File: config.mk
export PLATFORM = sky130hd
export DESIGN_NAME = mem_line_fill
export DESIGN_NICKNAME = d
export VERILOG_FILES = /design/src/rtl/mem_line_fill.sv
export SDC_FILE = /design/constraint.sdc
export NUM_CORES = 1
export LEC_CHECK = 0
export CAP_MARGIN = 15
export CORE_AREA = 2 2 294 296
export CTS_CLUSTER_DIAMETER = 60
export DETAILED_ROUTE_END_ITERATION = 10
export DIE_AREA = 0 0 296 298
export PLACE_DENSITY_LB_ADDON = 0.1
export SYNTH_ARGS = -nofsm -noshare
export SYNTH_HDL_FRONTEND = slang
export SYNTH_SLANG_ARGS = --single-unit
export TNS_END_PERCENT = 30
File: constraint.sdc
create_clock -name i_clk -period 25 [get_ports i_clk]
set_input_delay 3.75 -clock i_clk [delete_from_list [all_inputs] [get_ports i_clk]]
set_output_delay 3.75 -clock i_clk [all_outputs]
set_load 0.01 [all_outputs]
File: src/rtl/mem_line_fill.sv
// mem_line_fill: read-side line-fill initiator.
// Fetches one cache line of WORDS_PER_LINE consecutive words from the
// multi-cycle memory model, one word per access strobe, assembles them into
// a line buffer and pulses o_fill_done for one cycle when the line is whole.
//
// Handshake with memory: while busy in READ, o_mem_addr is held stable until
// the memory reports i_mem_access. i_mem_read_ok qualifies that strobe: when
// high, i_mem_read_data is captured into the current word and the address
// advances; when low, the same address is retried (no limit on retries).
// The request side is a plain level: i_fill_req is looked at only in IDLE,
// and anything asserted while busy is dropped, not queued.
module mem_line_fill #(
  parameter int DATA_WIDTH     = 32,
  parameter int ADDR_WIDTH     = 64,
  parameter int WORDS_PER_LINE = 16
) (
  input  logic                                 i_clk,
  input  logic                                 i_arst,
  input  logic                                 i_fill_req,
  input  logic [ADDR_WIDTH-1:0]                i_fill_addr,
  output logic                                 o_fill_busy,
  output logic                                 o_fill_done,
  output logic [ADDR_WIDTH-1:0]                o_line_addr,
  output logic [DATA_WIDTH*WORDS_PER_LINE-1:0] o_line_data,
  output logic [ADDR_WIDTH-1:0]                o_mem_addr,
  output logic                                 o_mem_write_en,
  input  logic [DATA_WIDTH-1:0]                i_mem_read_data,
  input  logic                                 i_mem_access,
  input  logic                                 i_mem_read_ok
);

  // Word index width and the number of byte-offset bits inside one line.
  localparam int CW  = $clog2(WORDS_PER_LINE);
  localparam int OFF = CW + 2;

  // Clears the in-line byte offset of a request to get the line base.
  localparam logic [ADDR_WIDTH-1:0] LINE_MASK = {{(ADDR_WIDTH-OFF){1'b1}}, {OFF{1'b0}}};

  localparam logic [CW-1:0] CNT_ZERO = '0;
  localparam logic [CW-1:0] CNT_ONE  = CW'(1);
  localparam logic [CW-1:0] CNT_LAST = CW'(WORDS_PER_LINE - 1);

  // FSM encoding.
  localparam logic [1:0] ST_IDLE = 2'd0;
  localparam logic [1:0] ST_READ = 2'd1;
  localparam logic [1:0] ST_DONE = 2'd2;

  // Elaboration-time guard: the line must be a power of two of at least two
  // words, otherwise the base masking and the counter wrap do not line up.
  if ((WORDS_PER_LINE < 2) || ((1 << CW) != WORDS_PER_LINE)) begin : g_bad_words
    $error("mem_line_fill: WORDS_PER_LINE must be a power of two >= 2");
  end

  logic [1:0]            state_q, state_d;
  logic [CW-1:0]         cnt_q, cnt_d;
  logic [CW-1:0]         cnt_inc;
  logic [ADDR_WIDTH-1:0] line_addr_q, line_addr_d;
  logic [ADDR_WIDTH-1:0] mem_addr_q, mem_addr_d;
  logic [ADDR_WIDTH-1:0] req_base;
  logic [ADDR_WIDTH-1:0] next_off;
  logic                  busy_q, busy_d;
  logic                  good_strobe;
  logic                  word_we;

  assign req_base    = i_fill_addr & LINE_MASK;
  assign cnt_inc     = cnt_q + CNT_ONE;
  assign good_strobe = i_mem_access & i_mem_read_ok;

  // Offset of the next word inside the line. The base is aligned, so OR-ing
  // the offset in can never carry out of the line.
  assign next_off = {{(ADDR_WIDTH-OFF){1'b0}}, cnt_inc, 2'b00};

  // Next-state logic for the fill sequencer and its address/counter state.
  always_comb begin
    state_d     = state_q;
    cnt_d       = cnt_q;
    line_addr_d = line_addr_q;
    mem_addr_d  = mem_addr_q;
    busy_d      = busy_q;
    word_we     = 1'b0;
    case (state_q)
      ST_IDLE: begin
        if (i_fill_req) begin
          state_d     = ST_READ;
          cnt_d       = CNT_ZERO;
          line_addr_d = req_base;
          mem_addr_d  = req_base;
          busy_d      = 1'b1;
        end
      end
      ST_READ: begin
        // A failed strobe falls through untouched: same word, same address.
        if (good_strobe) begin
          word_we = 1'b1;
          if (cnt_q == CNT_LAST) begin
            // Address is left on the last word; it only moves on a new fill.
            state_d = ST_DONE;
          end else begin
            cnt_d      = cnt_inc;
            mem_addr_d = line_addr_q | next_off;
          end
        end
      end
      ST_DONE: begin
        state_d = ST_IDLE;
        busy_d  = 1'b0;
      end
      default: begin
        state_d = ST_IDLE;
        busy_d  = 1'b0;
      end
    endcase
  end

  // Sequencer state registers; reset abandons any fill in flight.
  always_ff @(posedge i_clk or posedge i_arst) begin
    if (i_arst) begin
      state_q     <= ST_IDLE;
      cnt_q       <= CNT_ZERO;
      line_addr_q <= '0;
      mem_addr_q  <= '0;
      busy_q      <= 1'b0;
    end else begin
      state_q     <= state_d;
      cnt_q       <= cnt_d;
      line_addr_q <= line_addr_d;
      mem_addr_q  <= mem_addr_d;
      busy_q      <= busy_d;
    end
  end

  // Line buffer: one register per word, written in place when its index is
  // current. Words are not cleared at fill start, so a partially refilled
  // line mixes old and new words until the done pulse.
  for (genvar k = 0; k < WORDS_PER_LINE; k++) begin : g_word
    localparam logic [CW-1:0] K_IDX = CW'(k);
    logic [DATA_WIDTH-1:0] word_q;

    // Capture the memory data on a good strobe aimed at this word.
    always_ff @(posedge i_clk or posedge i_arst) begin
      if (i_arst) begin
        word_q <= '0;
      end else if (word_we && (cnt_q == K_IDX)) begin
        word_q <= i_mem_read_data;
      end
    end

    assign o_line_data[k*DATA_WIDTH +: DATA_WIDTH] = word_q;
  end

  assign o_fill_busy    = busy_q;
  assign o_fill_done    = (state_q == ST_DONE);
  assign o_line_addr    = line_addr_q;
  assign o_mem_addr     = mem_addr_q;
  assign o_mem_write_en = 1'b0;

endmodule

======== After elaboration in Yosys (flattened, before gate mapping) ========
Index checks and enable logic that the tools add are counted.
operators by class
  add/subtract/negate cells ............... 1
  equal/unequal tests ..................... 21
  muxes and demuxes ....................... 16
  bitwise logic cells ..................... 3
  reductions and logical operators ........ 23
operator list
  cell                                                              count
  64-bit 2-to-1 mux                                                 3
  64-bit one-hot mux with 2 select lines                            1
  64-bit by 6-bit OR with 64-bit output                             1
  4-bit == test (second input constant)                             8
  4-bit by 3-bit == test with 1-bit output (second input constant)  4
  1-bit logical AND                                                 16
  4-bit 2-to-1 mux                                                  3
  4-bit by 2-bit == test with 1-bit output (second input constant)  2
  2-bit inequality test (second input constant)                     4
  4-bit one-hot mux with 2 select lines                             1
  2-bit 2-to-1 mux                                                  3
  4-bit by 1-bit adder with 4-bit output (second input constant)    1
  4-bit by 1-bit == test with 1-bit output (second input constant)  1
  4-bit zero test                                                   1
  2-bit one-hot mux with 2 select lines                             1
  2-bit AND reduction                                               2
  4-bit AND reduction                                               1
  1-bit 2-to-1 mux                                                  3
  3-bit AND reduction                                               1
  2-bit by 1-bit == test with 1-bit output (second input constant)  1
  2-bit == test (second input constant)                             1
  2-bit zero test                                                   1
  1-bit one-hot mux with 2 select lines                             1
  2-bit nonzero test                                                1
  other kinds (2)                                                   2
word-level totals
  register bits after elaboration ......... 641
  input bits .............................. 101
  output and inout port bits .............. 643

======== Logic depth before layout (Yosys ltp) ========
Gate-level depths: netlist of run 1.
  word-level depth ........................ 5
  gate-level depth with buffers ........... 6
  depth with buffers taken out ............ 4

======== Least setup slack after synthesis of run 1 ========
No wires, ideal clock.
  path type ............................... in2reg
  from .................................... input i_fill_req
  to ...................................... register mem_addr_q[10], in the netlist o_mem_addr[10]
  setup time .............................. 125 ps
  arrival ................................. 5,029 ps
  path slack .............................. 19,847 ps
  stages on the path ...................... 5
  buffers on the path ..................... 2
  cell sequence ........................... or3b_2 buf_2 o21ai_2 buf_4 mux2_2
between the ends
  word-level cells in the longest chain between the ends .. 2
ends and longest elaborated chain
  element                                 line  text
  start: declaration                      19    input logic i_fill_req,
  2-bit inequality test (no source line)  n/a
  4-bit AND reduction (no source line)    n/a
  end signal: assignment                  127   mem_addr_q <= mem_addr_d;
  end: declaration                        58    logic [ADDR_WIDTH-1:0] mem_addr_q, mem_addr_d;
No other way between the ends.
A chain may end at the register's enable or synchronous reset.

======== Final worst setup path of run 1 ========
  from .................................... input i_mem_access
  to ...................................... register g_word[14].word_q[11]
between the ends
  word-level cells in the longest chain between the ends .. 4
ends and longest elaborated chain
  element                 line  text
  start: declaration      28    input logic i_mem_access,
  1-bit AND               67    assign good_strobe = i_mem_access & i_mem_read_ok;
  1-bit 2-to-1 mux        93    if (good_strobe) begin
  1-bit 2-to-1 mux        81    case (state_q)
  1-bit logical AND       143   end else if (word_we && (cnt_q == K_IDX)) begin
  end signal: assignment  144   word_q <= i_mem_read_data;
  end: declaration        137   logic [DATA_WIDTH-1:0] word_q;
No other way between the ends.

==> results.json, run 1 <==
{
  "drive_above_1_share_pct": 32.7,
  "finClkSkew_ps": 17.7,
  "cts_tree": "done",
  "insertion_delay_ps": 620,
  "drt_iter0_drc": 558,
  "status": "finished, final reports clean",
  "place.gp.congestion": 0.760,
  "leakagePower_nw": 16.5,
  "power.total_w": 0.00439,
  "synthMuxAreaShare_pct": 28.7,
  "crit_chain": "clkdlybuf4s50_1 -> and4b_1 -> nand4_1 -> buf_4 -> mux2_2",
  "yosys.area_share.adder_pct": 0.203,
  "die_h_um": 298,
  "critPathRequiredTime_ps": 25490,
  "worst_pin_slew_ps": 1110,
  "vias": 16100,
  "whs_ps": 492,
  "antenna_found_initial": 8,
  "synth.distinct_cells": 32,
  "ff2ff_path_depth": 4,
  "syn_avg_cell_area_um2": 15.3,
  "finalNetCount": 2437,
  "cp.arrival_ps": 7080,
  "drv_cap": 0,
  "antenna_left": 0,
  "clockRootBuffer": "clkbuf_16",
  "die_area_um2": 88200,
  "crit_type": "in -> reg",
  "synth_edf_count": 0,
  "min-delay-start": "g_word[8].word_q[28]",
  "synth-async-reset-ratio_pct": 100,
  "dpl.hpwl_um": 59200,
  "postCtsSetupBuffers": 0,
  "io_buffers": 728,
  "fin_crit_sh_pct": 26.4,
  "pwr-share-clk_pct": 27.9,
  "cts-buffers-inserted": 80,
  "min_period_ps": 6600,
  "grt_max_degree": 170,
  "ys_warn_count": 0,
  "synth-compound-area-share_pct": 0.284,
  "drc_errors": 0,
  "cts.sinks": 635,
  "rsz0062_at_grt": "no",
  "switching_share_pct": 30.2,
  "grt_pass1_vias": 17100,
  "final_cell_mix": "clkdlybuf4s50_1 (728), dfrtp_1 (635), mux2_2 (611)",
  "design.core.area_um2": 84900,
  "final_common_cell": "clkdlybuf4s50_1",
  "cts.reportedPaths.clkPinSlew_ps": 50,
  "crit_path_max_fanout": 22,
  "dr.pass1.iters": 4,
  "synth_simple_gate_area_share_pct": 3.83,
  "hold_path.class": "reg -> reg",
  "seq_area_frac_synth_pct": 64.4,
  "syn_inst": 1613,
  "end_kind": "flop",
  "grt_use_total_pct": 19.5,
  "min_path_cells": 1,
  "fin_tns_setup_ps": 0,
  "die_x_um": 296,
  "r2r_slack_ps": 21510,
  "setup_viol": 0,
  "synthFlopType": "dfrtp_1",
  "syn2layout_area_growth_pct": 45.5,
  "netSwitchingPower_w": 0.00132,
  "ys_seq_elements": 635,
  "critical-path-top-delay-family": "simple AND/OR/NAND/NOR gates",
  "viasPerCell": 4.54,
  "design.portCount": 744,
  "ir_worst_vdd_mv": 0.0613,
  "rows": 107,
  "synthXorXnorAreaFrac_pct": 0,
  "routed_wirelength_um": 86800,
  "worstHoldEndpoint": "g_word[8].word_q[28]",
  "p_comb_share_pct": 36.1,
  "fmaxAchievable_mhz": 152,
  "cp_num_buf_inv": 2,
  "intPower_w": 0.00306,
  "finalHoldViolCount": 0,
  "start_util_pct": 29.1,
  "start_kind": "primary input",
  "post_cts_resized": 0,
  "clockBufferDepth": 3,
  "p_seq_share_pct": 36.0,
  "drv_slew": 0,
  "syn_area_um2": 24700,
  "grt_pass1_wl_um": 125000,
  "worstReg2RegStart": "state_q[1]",
  "h-tree-depth": 3,
  "power_density_nw_per_um2": 122,
  "cts_hold_buf": 0,
  "reg2reg_to": "g_word[14].word_q[11]",
  "synth_top_family_by_area": "multiplexers",
  "grt_overflow": 0,
  "crit_path_max_incr_delay_ps": 960,
  "slowest_stage": "and4b_1",
  "wl_per_cell_um": 24.5,
  "slew_headroom_pct": 25.9
}
==> metrics by stage <==
stage	std cells	setup WS (ps)	instance area (µm²)	util [%]
floorplan	1621	3460	24700	-
global placement	3393	17720	33000	38.9
detailed placement	3393	17590	33000	38.9
CTS	3538	18280	35900	42.2
global route	3542	18080	35900	42.3
finish	3545	18400	35900	42.3
==> cell usage after synthesis (all sizes together) (2+ instances only) <==
cell type / n / share of area (%)
clkbuf: 48 / 0.73
nor2b: 2 / 0.051
buf: 72 / 1.8
and2b: 2 / 0.066
ha: 4 / 0.20
nand4: 3 / 0.076
mux2: 628 / 29
nand3: 16 / 0.68
o21ai: 4 / 0.096
a22o: 2 / 0.071
inv: 6 / 0.091
nand2: 179 / 2.7
dfrtp: 635 / 64
==> power by group through the flow <==
| stage | sequential, W | clock [W] | combinational (W) |
|---|---|---|---|
| after detailed placement | 0.00160 | 0 | 0.00161 |
| after global placement | 0.00158 | 0 | 0.00160 |
| final | 0.00158 | 0.00122 | 0.00158 |
| after CTS | 0.00158 | 0.00126 | 0.00161 |
| after global routing | 0.00163 | 0.00131 | 0.00167 |
| after floorplan | 0.00175 | 0 | 0.000462 |
==> per-layer routing <==
layer	vias up	global-route usage (%)	part of all wire, %
met1	8401	21.3	37
met2	513	34.2	51
li1	7025	-	-
met3	163	6.06	7.4
met4	6	8.92	4.5
met5	-	0	0.043
==> flip-flops by register name (all words and copies together), names as in the netlist <==
name and count:
o_line_addr 58, cnt_q 3, state_q 2, o_mem_addr 59, g_word.word_q 512, o_fill_busy 1
==> worst max-delay path by stage <==
stage | start | to | slack (ps) | cells after the start
floorplan | i_arst | cnt_q[0] | 3460 | 1
global placement | i_mem_access | g_word[14].word_q[14] | 17720 | 5
detailed placement | i_mem_access | g_word[14].word_q[12] | 17590 | 5
CTS | i_mem_access | g_word[14].word_q[11] | 18280 | 5
global route | i_mem_access | g_word[14].word_q[11] | 18080 | 5
finish | i_mem_access | g_word[14].word_q[11] | 18400 | 5
==> layout make-up <==
cell class                      instances  area [µm²]
Tap cell                             1144        1430
Multi-Input combinational cell        860        8220
Clock buffer                          112        2350
Inverter                                6        30.0
Clock inverter                         33         490
Antenna cell                            6        15.0
Fill cell                            7952       49000
Sequential cell                       635       15900
Timing Repair Buffer                  749        7480
==> cell families after synthesis <==
group	count (synthesis)
multiplexers	628
adder cells (fa/ha/maj)	4
AO/OA/AOI/OAI	10
AND/OR/NAND/NOR	209
other	1
buffers and inverters	126
flip-flops	635
No activity file was read; power rests on OpenSTA's default activity.
==> run 2, diff against run 1 <==
Clock period 25 ns to 6.8 ns, I/O delays scaled along.
==> results.json, run 2 (same netlist as run 1, synthesis figures left out) <==
{
  "status": "finished, final reports clean",
  "grt_overflow": 0,
  "power.total_w": 0.0158,
  "die_area_um2": 88200,
  "start_util_pct": 29.1,
  "rsz0062_at_grt": "no",
  "drt_iter0_drc": 629,
  "clockBufferDepth": 3,
  "design.core.area_um2": 84900,
  "power_density_nw_per_um2": 442,
  "wl_met1_um": 32300,
  "grt_max_degree": 174,
  "cts-buffers-inserted": 80,
  "crit_type": "in -> reg",
  "start_kind": "primary input",
  "design.portCount": 744,
  "drive_above_1_share_pct": 32.2,
  "end_kind": "flop",
  "min_period_ps": 3570,
  "cts_hold_buf": 0,
  "viasPerCell": 4.52,
  "grt_pass1_wl_um": 125000,
  "post_cts_resized": 0,
  "cts.sinks": 635,
  "finalHoldViolCount": 0,
  "placed_area_um2": 33100,
  "place.gp.congestion": 0.778,
  "io_buffers": 728,
  "routed_wirelength_um": 86700,
  "die_x_um": 296,
  "fin_crit_sh_pct": 52.6,
  "crit_chain": "clkdlybuf4s50_1 -> and4b_1 -> nand3_2 -> buf_4 -> mux2_2",
  "final_common_cell": "clkdlybuf4s50_1",
  "cp.arrival_ps": 4050,
  "finalNetCount": 2441,
  "ir_worst_vdd_mv": 0.213,
  "syn2layout_area_growth_pct": 44.7,
  "antenna_found_initial": 10,
  "critical-path-top-delay-family": "simple AND/OR/NAND/NOR gates",
  "highest_layer": "met5",
  "crit_path_max_incr_delay_ps": 970,
  "grt_use_total_pct": 19.4,
  "setup_viol": 0,
  "cts.reportedPaths.clkPinSlew_ps": 50,
  "pre_cts_ws_ps": 2550,
  "h-tree-depth": 3,
  "dr.pass1.iters": 4,
  "vias": 16000,
  "leakagePower_nw": 16.4,
  "met2_length_um": 44800,
  "layout_setup_ws_ps": 3230,
  "wl_met3_um": 6640,
  "fmaxAchievable_mhz": 280,
  "drv_slew": 0,
  "dpl.hpwl_um": 58500,
  "hold_path.class": "reg -> reg",
  "postCtsSetupBuffers": 0,
  "critPathRequiredTime_ps": 7280,
  "slowest_stage": "and4b_1",
  "worst_pin_slew_ps": 1140,
  "insertion_delay_ps": 620,
  "drv_cap": 0,
  "largest_reg_flops": 512,
  "cts_tree": "done",
  "die_h_um": 298,
  "finish.instance_area_um2": 35700,
  "drc_errors": 0,
  "finClkSkew_ps": 34.1,
  "crit_path_max_fanout": 22,
  "antenna_left": 0,
  "wl_per_cell_um": 24.5,
  "regMostFlops": "g_word.word_q",
  "grt_pass1_vias": 17000,
  "rows": 107,
  "cp_num_buf_inv": 2,
  "final_cell_mix": "clkdlybuf4s50_1 (728), dfrtp_1 (635), mux2_2 (611)",
  "clockRootBuffer": "clkbuf_16",
  "slew_headroom_pct": 23.7
}
## run 2: worst paths after layout
kind,from,end,slack (ps),depth (start not counted)
max,i_mem_read_ok,g_word[2].word_q[14],3230,5
min,g_word[5].word_q[10],g_word[5].word_q[10],490,1
max reg2reg,state_q[1],g_word[2].word_q[14],3600,4
min reg2reg,g_word[5].word_q[10],g_word[5].word_q[10],490,1
max in group asynchronous,i_arst,g_word[4].word_q[19],4300,4
min in group asynchronous,i_arst,o_line_addr[7],860,2
## run 2: cell type report
cell class | instances | area (µm²)
inverters | 6 | 26.3
flip-flops and latches | 635 | 15900
well taps | 1144 | 1430
repair buffers | 753 | 7530
multi-input cells | 860 | 8220
clock inverters | 21 | 277
diodes | 7 | 17.5
clock buffers | 119 | 2320
fillers | 7979 | 49200
## run 2: stage by stage
stage,hold slack [ps],std cells,TNS [ps],utilization (%)
after floorplan,513,1621,-1836920,-
after global placement,477,3397,0,39.0
after detailed placement,480,3397,0,39.0
after CTS,492,3537,0,42.0
after global routing,509,3543,0,42.1
final,487,3545,0,42.1
## run 2: report_power, final
part           switching [W]  internal [W]
Combinational        0.00244       0.00337
Sequential          0.000715       0.00509
Clock                0.00166       0.00252
Total                0.00481        0.0110
## run 2: per-layer routing
metal | global-route usage (%) | up-vias
li1 | - | 7020
met1 | 21.9 | 8345
met2 | 34.0 | 510
met3 | 6.33 | 134
met4 | 7.26 | 4
met5 | 0 | -
==> run 3, diff against run 2 <==
Clock period 6.8 ns to 3.2 ns, I/O delays scaled along.
==> results.json, run 3 (same netlist as run 1, synthesis figures left out) <==
{
  "cts-buffers-inserted": 78,
  "rows": 107,
  "drive_above_1_share_pct": 32.8,
  "critical-path-top-delay-family": "simple AND/OR/NAND/NOR gates",
  "cts.sinks": 635,
  "vias": 16100,
  "viasPerCell": 4.53,
  "slowest_stage": "or3_2",
  "design.portCount": 744,
  "end_kind": "flop",
  "grt_overflow": 0,
  "dr.pass1.iters": 4,
  "dpl.hpwl_um": 60000,
  "h-tree-depth": 3,
  "crit_type": "reg -> reg",
  "power_density_nw_per_um2": 934,
  "final_cell_mix": "clkdlybuf4s50_1 (728), dfrtp_1 (635), mux2_2 (611)",
  "fmaxAchievable_mhz": 410,
  "drv_cap": 0,
  "routed_wirelength_um": 87400,
  "insertion_delay_ps": 620,
  "grt_pass1_vias": 17100,
  "multiInputGateArea_um2": 8220,
  "drv_slew": 0,
  "slew_headroom_pct": 36.8,
  "cp_num_buf_inv": 2,
  "regMostFlops": "g_word.word_q",
  "grt_use_total_pct": 19.6,
  "antenna_found_initial": 5,
  "clockRootBuffer": "clkbuf_16",
  "cts_hold_buf": 0,
  "ff2ff_path_depth": 5,
  "die_h_um": 298,
  "crit_chain": "ha_1 -> inv_1 -> or3_2 -> buf_12 -> mux2_2",
  "r2r_slack_ps": 760,
  "drc_errors": 0,
  "final_common_cell": "clkdlybuf4s50_1",
  "grt_max_degree": 113,
  "clockBufferDepth": 3,
  "place.gp.congestion": 0.777,
  "design.core.area_um2": 84900,
  "drt_iter0_drc": 570,
  "crit_cells": 5,
  "die_area_um2": 88200,
  "worstReg2RegStart": "cnt_q[1]",
  "wl_per_cell_um": 24.6,
  "worst_pin_slew_ps": 946,
  "regArea_um2": 15900,
  "postCtsSetupBuffers": 0,
  "cp.arrival_ps": 2930,
  "start_kind": "flop",
  "power.total_w": 0.0336,
  "cts.reportedPaths.clkPinSlew_ps": 60,
  "largest_reg_flops": 512,
  "status": "finished, final reports clean",
  "finalHoldViolCount": 0,
  "critPathRequiredTime_ps": 3690,
  "crit_path_max_fanout": 23,
  "die_x_um": 296,
  "setup_viol": 0,
  "ir_worst_vdd_mv": 0.475,
  "cts_tree": "done",
  "start_util_pct": 29.1,
  "grt_pass1_wl_um": 125000,
  "min_period_ps": 2440,
  "antenna_left": 0,
  "post_cts_resized": 0,
  "fill_cells": 7900,
  "whs_ps": 228,
  "rsz0062_at_grt": "no",
  "io_buffers": 728,
  "leakagePower_nw": 16.6,
  "finClkSkew_ps": 23.8,
  "crit_path_max_incr_delay_ps": 720,
  "finalNetCount": 2460,
  "hold_path.class": "in -> async",
  "fin_crit_sh_pct": 76.2,
  "reg2reg_to": "g_word[15].word_q[28]",
  "syn2layout_area_growth_pct": 45.9
}
[run 3: cell types whose count changed in the layout (fill, tap and decap cells not counted), sizes merged]
cell / change
bufinv: +2
diode: -5
buf: +21
clkbuf: -3
clkinvlp: -3
inv: +1
[run 3: final cells by class]
type | instances | area share, %
flip-flops and latches | 635 | 44.1
multi-input cells | 860 | 22.8
repair buffers | 774 | 21.8
clock buffers | 116 | 6.27
well taps | 1144 | 3.98
clock inverters | 21 | 0.935
inverters | 6 | 0.0730
diodes | 2 | 0.0139
[run 3: worst max path at each step]
stage,to,start
after CTS,g_word[15].word_q[27],cnt_q[1]
after global routing,g_word[15].word_q[28],cnt_q[1]
after detailed placement,g_word[15].word_q[16],i_mem_access
after global placement,g_word[15].word_q[19],i_mem_access
after floorplan,cnt_q[0],i_arst
final,g_word[15].word_q[28],cnt_q[1]
[run 3: power breakdown]
group	switching [W]	leakage (nW)	total [W]	internal, W
logic	0.00518	6.99	0.0124	0.00720
clock network	0.00350	1.27	0.00889	0.00539
registers	0.00154	8.34	0.0124	0.0108
total	0.0102	16.6	0.0336	0.0234
[run 3: per-stage QoR]
step	instances	util [%]	setup TNS [ps]	setup slack [ps]	instance area (µm²)
after floorplan	1621	-	-3780020	-5950	24700
after global placement	3419	39.3	0	529	33400
after detailed placement	3419	39.3	0	506	33400
after CTS	3556	42.4	0	729	36000
after global routing	3558	42.4	0	654	36000
final	3558	42.4	0	760	36000
[run 3: metal layers]
metal / global-route usage (%) / share of wire (%) / up-vias
met1: 22.4 / 38 / 8424
met4: 6.81 / 3.4 / 6
met2: 34.3 / 51 / 465
li1: - / - / 7062
met3: 6.21 / 7.1 / 144
met5: 0 / 0.043 / -
